**src/rtl/trng_pkg.sv**
```systemverilog
// Shared types and defaults for the TRNG collector and its debiaser.
package trng_pkg;

    typedef enum logic [2:0] {
        IDLE,
        WARMUP,
        COLLECT,
        FULL,
        FAIL
    } trng_state_e;

    localparam int REP_LIMIT_DEFAULT = 32;

endpackage

```
**src/rtl/trng_vn_debias.sv**
```systemverilog
// Von Neumann debiaser: pairs consecutive input bits and emits the first bit of
// each unequal pair; equal pairs are silently dropped.
module trng_vn_debias (
    input  logic clk,
    input  logic rst_n,
    input  logic clear,
    input  logic in_valid,
    input  logic in_bit,
    output logic out_valid,
    output logic out_bit
);

    logic have_first;
    logic first_bit;

    always_ff @(posedge clk or negedge rst_n) begin
        if (!rst_n) begin
            have_first <= 1'b0;
            first_bit  <= 1'b0;
        end else if (clear) begin
            have_first <= 1'b0;
        end else if (in_valid) begin
            if (have_first) begin
                have_first <= 1'b0;
            end else begin
                have_first <= 1'b1;
                first_bit  <= in_bit;
            end
        end
    end

    // Output is combinational so the accepted bit lands on the same edge as the second sample.
    assign out_valid = in_valid && have_first && !clear && (first_bit != in_bit);
    assign out_bit   = first_bit;

endmodule

```
**src/rtl/trng_collector.sv**
```systemverilog
// Ring-oscillator TRNG front end: synchronise and combine raw bits, optionally
// debias, run a repetition-count health test and pack bits into words.
module trng_collector
    import trng_pkg::*;
#(
    parameter int WIDTH         = 32,
    parameter int NUM_SOURCES   = 4,
    parameter int DEBIAS        = 1,
    parameter int WARMUP_CYCLES = 16,
    parameter int REP_LIMIT     = REP_LIMIT_DEFAULT
) (
    input  logic                   clk,
    input  logic                   rst_n,
    input  logic                   enable,
    input  logic [NUM_SOURCES-1:0] raw_bits,
    output logic                   trng_en,
    output logic [WIDTH-1:0]       word_data,
    output logic                   word_valid,
    input  logic                   word_ready,
    output logic                   health_fail
);

    localparam int BW = $clog2(WIDTH);
    localparam int WW = $clog2(WARMUP_CYCLES);
    localparam int RW = $clog2(REP_LIMIT + 1);

    trng_state_e            state;
    logic [NUM_SOURCES-1:0] sync1;
    logic [NUM_SOURCES-1:0] sync2;
    logic [WW-1:0]          warm_cnt;
    logic [BW-1:0]          bit_cnt;
    logic [RW-1:0]          rep_cnt;
    logic [RW-1:0]          rep_next;
    logic                   prev_sample;
    logic [WIDTH-1:0]       shift_reg;
    logic [WIDTH-1:0]       next_shift;
    logic                   sample;
    logic                   consume;
    logic                   rep_trip;
    logic                   db_valid;
    logic                   db_bit;
    logic                   acc_valid;
    logic                   acc_bit;

    always_ff @(posedge clk or negedge rst_n) begin
        if (!rst_n) begin
            sync1 <= '0;
            sync2 <= '0;
        end else begin
            sync1 <= raw_bits;
            sync2 <= sync1;
        end
    end

    assign sample  = ^sync2;
    assign consume = (state == COLLECT);

    trng_vn_debias u_debias (
        .clk       (clk),
        .rst_n     (rst_n),
        .clear     (state != COLLECT),
        .in_valid  (consume),
        .in_bit    (sample),
        .out_valid (db_valid),
        .out_bit   (db_bit)
    );

    always_comb begin
        acc_valid = consume;
        acc_bit   = sample;
        if (DEBIAS != 0) begin
            acc_valid = db_valid;
            acc_bit   = db_bit;
        end
    end

    assign next_shift = {shift_reg[WIDTH-2:0], acc_bit};

    // rep_cnt of zero marks "no sample yet since entering COLLECT".
    always_comb begin
        rep_next = rep_cnt;
        if (rep_cnt == '0 || sample != prev_sample) begin
            rep_next = RW'(1);
        end else if (rep_cnt != RW'(REP_LIMIT)) begin
            rep_next = rep_cnt + RW'(1);
        end
    end

    assign rep_trip = consume && (rep_next == RW'(REP_LIMIT));

    always_ff @(posedge clk or negedge rst_n) begin
        if (!rst_n) begin
            state       <= IDLE;
            trng_en     <= 1'b0;
            word_data   <= '0;
            word_valid  <= 1'b0;
            health_fail <= 1'b0;
            warm_cnt    <= '0;
            bit_cnt     <= '0;
            rep_cnt     <= '0;
            prev_sample <= 1'b0;
            shift_reg   <= '0;
        end else if (state != IDLE && !enable) begin
            state       <= IDLE;
            trng_en     <= 1'b0;
            word_valid  <= 1'b0;
            health_fail <= 1'b0;
            warm_cnt    <= '0;
            bit_cnt     <= '0;
            rep_cnt     <= '0;
            shift_reg   <= '0;
        end else begin
            case (state)
                IDLE: begin
                    if (enable) begin
                        state     <= WARMUP;
                        trng_en   <= 1'b1;
                        warm_cnt  <= '0;
                        bit_cnt   <= '0;
                        rep_cnt   <= '0;
                        shift_reg <= '0;
                    end
                end
                WARMUP: begin
                    if (warm_cnt == WW'(WARMUP_CYCLES - 1)) begin
                        state   <= COLLECT;
                        rep_cnt <= '0;
                    end else begin
                        warm_cnt <= warm_cnt + WW'(1);
                    end
                end
                COLLECT: begin
                    rep_cnt     <= rep_next;
                    prev_sample <= sample;
                    // A health trip overrides a word that would complete on the same edge.
                    if (rep_trip) begin
                        state       <= FAIL;
                        health_fail <= 1'b1;
                        trng_en     <= 1'b0;
                        word_valid  <= 1'b0;
                    end else if (acc_valid) begin
                        shift_reg <= next_shift;
                        if (bit_cnt == BW'(WIDTH - 1)) begin
                            word_data  <= next_shift;
                            word_valid <= 1'b1;
                            bit_cnt    <= '0;
                            state      <= FULL;
                        end else begin
                            bit_cnt <= bit_cnt + BW'(1);
                        end
                    end
                end
                FULL: begin
                    if (word_ready) begin
                        word_valid <= 1'b0;
                        bit_cnt    <= '0;
                        rep_cnt    <= '0;
                        shift_reg  <= '0;
                        state      <= COLLECT;
                    end
                end
                FAIL: begin
                    state <= FAIL;
                end
                default: begin
                    state   <= IDLE;
                    trng_en <= 1'b0;
                end
            endcase
        end
    end

endmodule

```
**config.mk**
```make
export PLATFORM = sky130hd
export DESIGN_NAME = trng_collector
export DESIGN_NICKNAME = d
export VERILOG_FILES = /design/src/rtl/trng_pkg.sv /design/src/rtl/trng_vn_debias.sv /design/src/rtl/trng_collector.sv
export SDC_FILE = /design/constraint.sdc
export NUM_CORES = 1
export LEC_CHECK = 0
export CELL_PAD_IN_SITES_DETAIL_PLACEMENT = 2
export CELL_PAD_IN_SITES_GLOBAL_PLACEMENT = 2
export CORE_ASPECT_RATIO = 1.4
export CORE_MARGIN = 3
export CORE_UTILIZATION = 39
export CTS_CLUSTER_SIZE = 14
export DETAILED_ROUTE_END_ITERATION = 12
export HOLD_SLACK_MARGIN = 0.05
export PLACE_DENSITY = 0.92
export SETUP_SLACK_MARGIN = 0.02
export SYNTH_ARGS = -nofsm -noshare
export SYNTH_HDL_FRONTEND = slang
export SYNTH_SLANG_ARGS = --single-unit
```
**constraint.sdc**
```tcl
create_clock -name clk -period 3.1 [get_ports clk]
set_clock_uncertainty 0.05 [all_clocks]
set_input_delay 0.93 -clock clk [delete_from_list [all_inputs] [get_ports clk]]
set_output_delay 0.93 -clock clk [all_outputs]
set_load 0.01 [all_outputs]
```
* Word-level counts from Yosys, hierarchy flattened
Index checks and enable logic that the tools add are counted.
** Storage, ports and cells
- Flip-flop bits (word level) :: 95
- Word-level logic and storage cells :: 120
** Operators by class
- Add/subtract/negate cells :: 3
- Equal/unequal tests :: 21
- Multiplexer cells :: 48
- Bitwise operators :: 4
- Reduce and logical (&&, ||, !) cells :: 30
** Operators with widths (count)
- $mux 31 :: 5
- $pmux 31 s3 :: 1
- $mux 6 :: 6
- $mux 5 :: 6
- $pmux 6 s4 :: 1
- $mux 3 :: 7
- $pmux 3 s5 :: 1
- $pmux 5 s3 :: 1
- $reduce_and 5->1 :: 3
- $mux 1 :: 14
- $mux 4 :: 3
- $ne 3x3->1 const B :: 4
- $reduce_and 3->1 :: 3
- $reduce_bool 3->1 :: 3
- $ne 4x1->1 const B :: 2
- $pmux 4 s2 :: 1
- $reduce_and 4->1 :: 2
- $add 6x1->6 const B :: 1
- $eq 3x2->1 const B :: 2
- $eq 6x6->1 const B :: 1
- $logic_not 6->1 :: 1
- $ne 3x1->1 const B :: 2
- $ne 3x2->1 const B :: 2
- $ne 6x6->1 const B :: 1
- other kinds (21) :: 33

* Depth between registers and ports, before layout
Gate-level depths: netlist (run 1).
- Word-level depth :: 9
- Mapped depth :: 10
- Gate-level depth less buffers :: 8

* Modules after synthesis
A second synthesis (run 1) with hierarchy kept.
** Second synthesis, totals
- Cell total of the unflattened synthesis :: 319
- Area, all modules :: 4164.0 sq um
** Modules (own cells, without submodules)
- trng_collector :: times used 1, cells each 311, area an instance 4053.9 sq um
- trng_vn_debias :: times used 1, cells each 8, area an instance 110.1 sq um

* Worst setup path before layout (run 1)
No wires, ideal clock.
- Kind :: register -> register
- Start point :: register sync2[3]
- End point :: register word_data[0]
- Arrival :: 2274 ps
- Data required time :: 2925 ps
- Path slack :: 651 ps
- Stages on the path, launching flop included :: 9
- Buffers on the path :: 2
- Period minus slack after synthesis :: 2449 ps
- Cells stage by stage :: dfrtp_1 > xnor2_2 > xnor3_2 > nor2_4 > and2_4 > or3b_1 > buf_6 > buf_12 > mux2_4
** On the way
- Longest elaborated chain between the ends :: 8
- Elaborated cells on any way between the ends :: 10
** Ends and longest elaborated chain
- start, declared :: RTL line trng_collector.sv:29 : logic [NUM_SOURCES-1:0] sync2;
- start signal, assigned :: RTL line trng_collector.sv:51 : sync2 <= sync1;
- $reduce_xor 4->1 * :: RTL line trng_collector.sv:55 : assign sample = ^sync2;
- $ne 1x1->1 :: RTL line trng_collector.sv:82 : if (rep_cnt == '0 || sample != prev_sample) begin
- $logic_or 1x1->1 :: RTL line trng_collector.sv:82
- $mux 6 :: RTL line trng_collector.sv:82
- $eq 6x6->1 :: RTL line trng_collector.sv:89 : assign rep_trip = consume && (rep_next == RW'(REP_LIMIT));
- $logic_and 1x1->1 :: RTL line trng_collector.sv:89
- $not 1->1 (no line)
- $reduce_and 5->1 (no line) *
- end signal, assigned :: RTL line trng_collector.sv:144 : word_data <= next_shift;
- end, declared :: RTL line trng_collector.sv:17 : output logic [WIDTH-1:0] word_data,
Mark *: on every way between the ends. The rest lies on a longest branch, timed or not.
A chain may end at the register's enable or synchronous reset.

* Worst setup path after layout (run 1)
- Start point :: register rep_cnt[0]
- End point :: register shift_reg[6]
** On the way
- Longest elaborated chain between the ends :: 7
- Elaborated cells on any way between the ends :: 10
** Ends and longest elaborated chain
- start, declared :: RTL line trng_collector.sv:32 : logic [RW-1:0] rep_cnt;
- start signal, assigned :: RTL line trng_collector.sv:133 : rep_cnt <= rep_next;
- $add 6x1->6, or another cell as far along :: RTL line trng_collector.sv:85 : rep_next = rep_cnt + RW'(1);
- $mux 6 / $logic_or 1x1->1 (equally long branches) :: RTL line trng_collector.sv:84, trng_collector.sv:82
- $mux 6 * :: RTL line trng_collector.sv:82
- $eq 6x6->1 * :: RTL line trng_collector.sv:89
- $logic_and 1x1->1 * :: RTL line trng_collector.sv:89
- $ne 3x2->1 (no line) *
- $reduce_and 5->1 (no line) *
- end signal, assigned :: RTL line trng_collector.sv:142 : shift_reg <= next_shift;
- end, declared :: RTL line trng_collector.sv:35 : logic [WIDTH-1:0] shift_reg;
Marks and branches as above.

==> results of run 1 <==
[report_power, final]
part | internal (uW) | total [uW] | switching, uW
clock | 812 | 1280 | 468
sequential | 1320 | 1420 | 104
combinational | 399 | 886 | 486
total | 2530 | 3590 | 1060
[routing by layer]
layer  global-route usage (%)  vias to the layer above  wire (um)
met5                        0                        -          0
met4                    7.260                        0        266
met3                    2.637                       18        277
met2                    34.68                       53       6310
met1                    21.12                     1536       4473
li1                         -                     1356          -
[cell type report]
cell class / instances / area, um^2
Multi-Input combinational cell: 226 / 1837
Fill cell: 1123 / 5625
Sequential cell: 95 / 2377
Inverter: 36 / 135.1
Clock inverter: 5 / 103.9
Timing Repair Buffer: 53 / 538.0
Clock buffer: 11 / 242.7
Tap cell: 141 / 176.4
[metrics by stage]
stage               std cells  setup slack, ns  area, um^2  hold WS [ns]
floorplan                 374           0.6510        4482        0.2812
global placement          551           0.1895        5064        0.2848
detailed placement        551          0.05069        5064        0.2964
CTS                       567           0.1936        5410        0.3112
global route              567          0.02468        5410        0.3129
finish                    567           0.1951        5410        0.3062
[worst max path at each step]
| stage | to | start | slack [ns] |
|---|---|---|---|
| floorplan | word_data[0] | sync2[3] | 0.65 |
| global placement | rep_cnt[4] | enable | 0.19 |
| detailed placement | rep_cnt[3] | enable | 0.05 |
| CTS | shift_reg[6] | rep_cnt[0] | 0.19 |
| global route | shift_reg[6] | rep_cnt[0] | 0.02 |
| finish | shift_reg[6] | rep_cnt[0] | 0.20 |
[layout by cell type, fill, tap and decap left out, drive strengths merged, types with 2 or more instances in the layout]
master | Yosys | routed
nor2 | 12 | 12
nor3b | 3 | 3
buf | 8 | 12
clkdlybuf4s50 | 0 | 41
nor4b | 3 | 3
ha | 5 | 5
a22o | 3 | 3
nand3b | 2 | 2
bufinv | 0 | 3
xnor3 | 2 | 2
nand2b | 6 | 6
nor3 | 5 | 5
clkbuf | 9 | 11
o31ai | 2 | 2
o211ai | 4 | 4
a21oi | 2 | 2
xor2 | 3 | 3
o22ai | 2 | 2
nor2b | 6 | 6
dfrtp | 95 | 95
and2 | 3 | 3
xnor2 | 4 | 4
mux2i | 33 | 33
mux2 | 37 | 37
and3 | 2 | 2
nand3 | 5 | 5
o21ai | 16 | 16
inv | 36 | 37
nand2 | 50 | 50
a21boi | 2 | 2
[kinds of logic after synthesis]
kind of cell / count (synthesis)
buffers and inverters: 53
multiplexers: 70
flip-flops: 95
XOR/XNOR: 9
adder cells (fa/ha/maj): 5
AND/OR/NAND/NOR: 104
AO/OA/AOI/OAI: 38
==> impl_metrics.json, run 1 <==
{
  "crit_slowest_cell": "o32ai_4",
  "synth_edf_count": 0,
  "cts_tree": "done",
  "synth.top_cells.by_count": "dfrtp_1 (95), nand2_1 (49), inv_1 (36)",
  "cp-start-kind": "register",
  "fin_util_pct": 49.02,
  "ant_nets": 0,
  "grt-ovfl-total": 0,
  "ctsHoldBuffers": 0,
  "syn-mean-instance-area_um2": 11.98,
  "synth_adder_area_share_pct": 1.396,
  "drive_gt1_share_pct": 17.14,
  "antennaDiodeCount": 0,
  "die_width_um": 96.60,
  "postCtsSetupRepairBufs": 0,
  "worst_r2r_endpoint": "shift_reg[6]",
  "crit_fanout": 16,
  "yosysSeqAreaShare_pct": 53.04,
  "crit_buf_inv": 2,
  "worstHoldPathCells": 0,
  "firstDrtPassIters": 4,
  "syn_nets": 387,
  "path_delay_family": "simple AND/OR/NAND/NOR gates",
  "yosys.area_share.simple_pct": 11.95,
  "relSlewSlack_pct": 57.76,
  "final_net_count": 434,
  "hpwlAfterDp_um": 7463,
  "worstSetupEndpointType": "register",
  "ys.flop_type": "dfrtp_1",
  "p_leak_uw": 0.002578,
  "finalCritPeriodShare_pct": 93.71,
  "die_area_um2": 12830,
  "grt_usage_pct": 18.56,
  "yosysWarningCount": 0,
  "final.min_clock_period_ns": 2.905,
  "reg2reg_slack_ns": 0.20,
  "reg2reg_depth": 9,
  "hold_path.class": "reg -> reg",
  "synth.mux.area_fraction_pct": 19.18,
  "synth_top_family_by_area": "multiplexers",
  "max_cap_viol_count": 0,
  "syn_inst": 374,
  "fp.dieH_um": 132.8,
  "clkTransAtPathRegs_ns": 0.07,
  "crit_chain": "inv_1 > ha_1 > nor4b_2 > mux2i_1 > nand2_2 > nor2_1 > o32ai_4 > buf_4 > mux2i_1",
  "routed-via-count": 2963,
  "synth_xor_area_share_pct": 2.568,
  "worst_pin_slew_ns": 0.6335,
  "cts_buffers": 9,
  "synth_compound_area_share_pct": 5.891,
  "synth_area_leaders": "dfrtp_1 (53%), mux2_4 (10%), mux2i_1 (7.4%)",
  "path_class": "reg -> reg",
  "power_density_nw_per_um2": 663.7,
  "ys_types": 53,
  "vdd_drop_max_mv": 0.3964,
  "maxSlewViolCount": 0,
  "outcome": "complete, no violations",
  "drc_errors": 0,
  "ioPinCount": 43,
  "fmax_ghz": 0.3442,
  "ys_ff_latch": 95,
  "synthDominantCellAreaShare_pct": 53.04,
  "rr_startpoint": "rep_cnt[0]",
  "antenna_found_initial": 0,
  "power.total_uw": 3591,
  "grt_max_degree": 51,
  "clock_latency_ns": 0.34,
  "cts_root_buf": "clkbuf_16",
  "syn_area_um2": 4482,
  "gp_congestion": 0.7775,
  "grt_pass1_vias": 3438,
  "rsz0062_at_grt": "false",
  "cts_sinks": 95,
  "wl_per_cell_um": 19.98,
  "min_to": "sync2[2]",
  "core-area_um2": 11040,
  "cts.htree.levels": 3,
  "slowest_delay_ns": 0.46,
  "hold_viol_final": 0,
  "arrival_ns": 3.10,
  "initial_core_util_pct": 40.61,
  "largest_register_ffs": 32,
  "synth_top_area_cell": "dfrtp_1",
  "cts_buffer_depth": 2,
  "path_depth": 9,
  "wirelength_um": 11330,
  "finalSetupTns_ns": 0,
  "hold_start": "sync1[2]",
  "avgViaCountPerCell": 5.226,
  "fp-row-count": 45,
  "synthArstFlopShare_pct": 100.0,
  "port_buffers": 42,
  "drt_first_iter_violations": 90,
  "grt_pass1_wl_um": 18860,
  "finalSetupViolCount": 0,
  "yosysMostFrequentCell": "dfrtp_1",
  "cts_resized": 0,
  "required_ns": 3.29,
  "syn_to_final_growth_pct": 20.71,
  "path_common_cell": "mux2i_1"
}
No activity file was read; power rests on OpenSTA's default activity.
==> run 2: changes to the inputs <==
- RECOVER_POWER: not set -> 25
==> run 2 against run 1 <==
Non-clock buffer count did not move. Die area did not move. Core utilization fell by 0.16 points. Sequential power barely moved. Setup slack barely moved. Count of clock-buffer cells in the layout did not move. Hold slack did not move.
==> impl_metrics.json, run 2 (synthesis results as in run 1) <==
{
  "grt_pass1_wl_um": 18860,
  "crit_slowest_cell": "o32ai_4",
  "routed-via-count": 2966,
  "fillers": 1124,
  "crit_fanout": 16,
  "worstSetupEndpointType": "register",
  "power.total_uw": 3587,
  "initial_core_util_pct": 40.61,
  "p_seq_share_pct": 39.7,
  "finalSetupTns_ns": 0,
  "hold_viol_final": 0,
  "ctsHoldBuffers": 0,
  "hold_path.class": "reg -> reg",
  "cts_tree": "done",
  "cp-start-kind": "register",
  "worst_pin_slew_ns": 1.199,
  "grt_pass1_vias": 3438,
  "sw_frac_of_total_pct": 29.49,
  "antennaDiodeCount": 0,
  "core-area_um2": 11040,
  "cts_buffers": 9,
  "cts_buffer_depth": 2,
  "crit_chain": "inv_1 > ha_1 > nor4b_2 > mux2i_1 > nand2_2 > nor2_1 > o32ai_4 > buf_4 > mux2i_1",
  "antenna_found_initial": 0,
  "relSlewSlack_pct": 20.04,
  "path_class": "reg -> reg",
  "p_switching_uw": 1058,
  "fin_util_pct": 48.87,
  "path_delay_family": "simple AND/OR/NAND/NOR gates",
  "die_area_um2": 12830,
  "wl_per_cell_um": 19.98,
  "rsz0062_at_grt": "false",
  "final_common_cell": "dfrtp_1",
  "clkTransAtPathRegs_ns": 0.07,
  "avgViaCountPerCell": 5.231,
  "outcome": "complete, no violations",
  "cts.htree.levels": 3,
  "path_common_cell": "mux2i_1",
  "layout_common_cells": "dfrtp_1 (95), nand2_1 (49), clkdlybuf4s50_1 (37)",
  "cts_resized": 0,
  "arrival_ns": 3.10,
  "required_ns": 3.29,
  "grt-ovfl-total": 0,
  "whs_ns": 0.3062,
  "cts_sinks": 95,
  "pwr-share-clk_pct": 35.7,
  "grt_max_degree": 51,
  "gp_congestion": 0.7775,
  "fp-row-count": 45,
  "die_width_um": 96.60,
  "finalSetupViolCount": 0,
  "clock_latency_ns": 0.34,
  "ant_nets": 0,
  "slowest_delay_ns": 0.46,
  "ioPinCount": 43,
  "crit_buf_inv": 2,
  "maxSlewViolCount": 0,
  "postCtsSetupRepairBufs": 0,
  "wirelength_um": 11330,
  "power.share.combinational_pct": 24.6,
  "drt_first_iter_violations": 90,
  "cts_root_buf": "clkbuf_16",
  "p_int_uw": 2529,
  "largest_register_ffs": 32,
  "vdd_drop_max_mv": 0.3961,
  "max_cap_viol_count": 0,
  "finalCritPeriodShare_pct": 93.71,
  "final.min_clock_period_ns": 2.905,
  "grt_usage_pct": 18.56,
  "port_buffers": 42,
  "hpwlAfterDp_um": 7463,
  "p_leak_uw": 0.002573,
  "firstDrtPassIters": 4,
  "fmax_ghz": 0.3442,
  "fp.dieH_um": 132.8,
  "syn_to_final_growth_pct": 20.32,
  "drive_gt1_share_pct": 17.14,
  "drc_errors": 0,
  "final_net_count": 434,
  "power_density_nw_per_um2": 665.1
}
-- run 2: changes by cell type in the layout (fill, tap and decap cells not counted) --
| cell | delta |
|---|---|
| buf_4 | -1 |
| buf_12 | -1 |
| clkbuf_2 | +1 |
| clkdlybuf4s50_1 | -4 |
| buf_2 | +1 |
| dlygate4sd3_1 | +4 |
-- run 2: worst reg2reg max path, stage by stage (launching register included) --
cell	delay, ns
dfrtp_1	0.44
inv_1	0.14
ha_1	0.22
nor4b_2	0.38
mux2i_1	0.15
nand2_2	0.16
nor2_1	0.11
o32ai_4	0.46
buf_4	0.37
mux2i_1	0.31
-- run 2: per-stage QoR --
| step | cell area, um^2 | worst slack (ns) | std cells |
|---|---|---|---|
| after floorplan | 4482 | 0.6510 | 374 |
| after global placement | 5064 | 0.1895 | 551 |
| after detailed placement | 5064 | 0.05069 | 551 |
| after CTS | 5410 | 0.1936 | 567 |
| after global routing | 5393 | 0.02468 | 567 |
| final | 5393 | 0.1951 | 567 |
-- run 2: per-layer routing --
metal,global-route usage [%],share of wire [%],up-vias
met5,0,0,-
met4,7.260,2.3,0
li1,-,-,1357
met2,34.68,56,53
met1,21.12,40,1538
met3,2.637,2.4,18
-- run 2: final cells by class --
cell class | count | area (um^2) | area share, %
Inverter | 36 | 135.1 | 2.506
Timing Repair Buffer | 53 | 520.5 | 9.652
Clock buffer | 11 | 242.7 | 4.501
Multi-Input combinational cell | 226 | 1837 | 34.06
Sequential cell | 95 | 2377 | 44.08
Tap cell | 141 | 176.4 | 3.271
Clock inverter | 5 | 103.9 | 1.926
-- run 2: power groups by stage --
stage          Combinational [uW]  Clock [uW]  Sequential [uW]
4_1_cts                       899        1320             1420
6_report                      882        1280             1420
3_3_place_gp                  828           0             1430
5_1_grt                       966        1380             1440
3_5_place_dp                  875           0             1440
2_1_floorplan                 633           0             1400
-- run 2: final timing paths --
| check | start | endpoint | slack, ns | cells after the start |
|---|---|---|---|---|
| max in group asynchronous | rst_n | sync1[2] | 0.48 | 2 |
| worst min register to register | sync1[2] | sync2[2] | 0.31 | 0 |
| min in group asynchronous | rst_n | shift_reg[16] | 0.78 | 1 |
| worst min-delay path | sync1[2] | sync2[2] | 0.31 | 0 |
| worst max-delay path | rep_cnt[0] | shift_reg[6] | 0.20 | 9 |
| worst max register to register | rep_cnt[0] | shift_reg[6] | 0.20 | 9 |
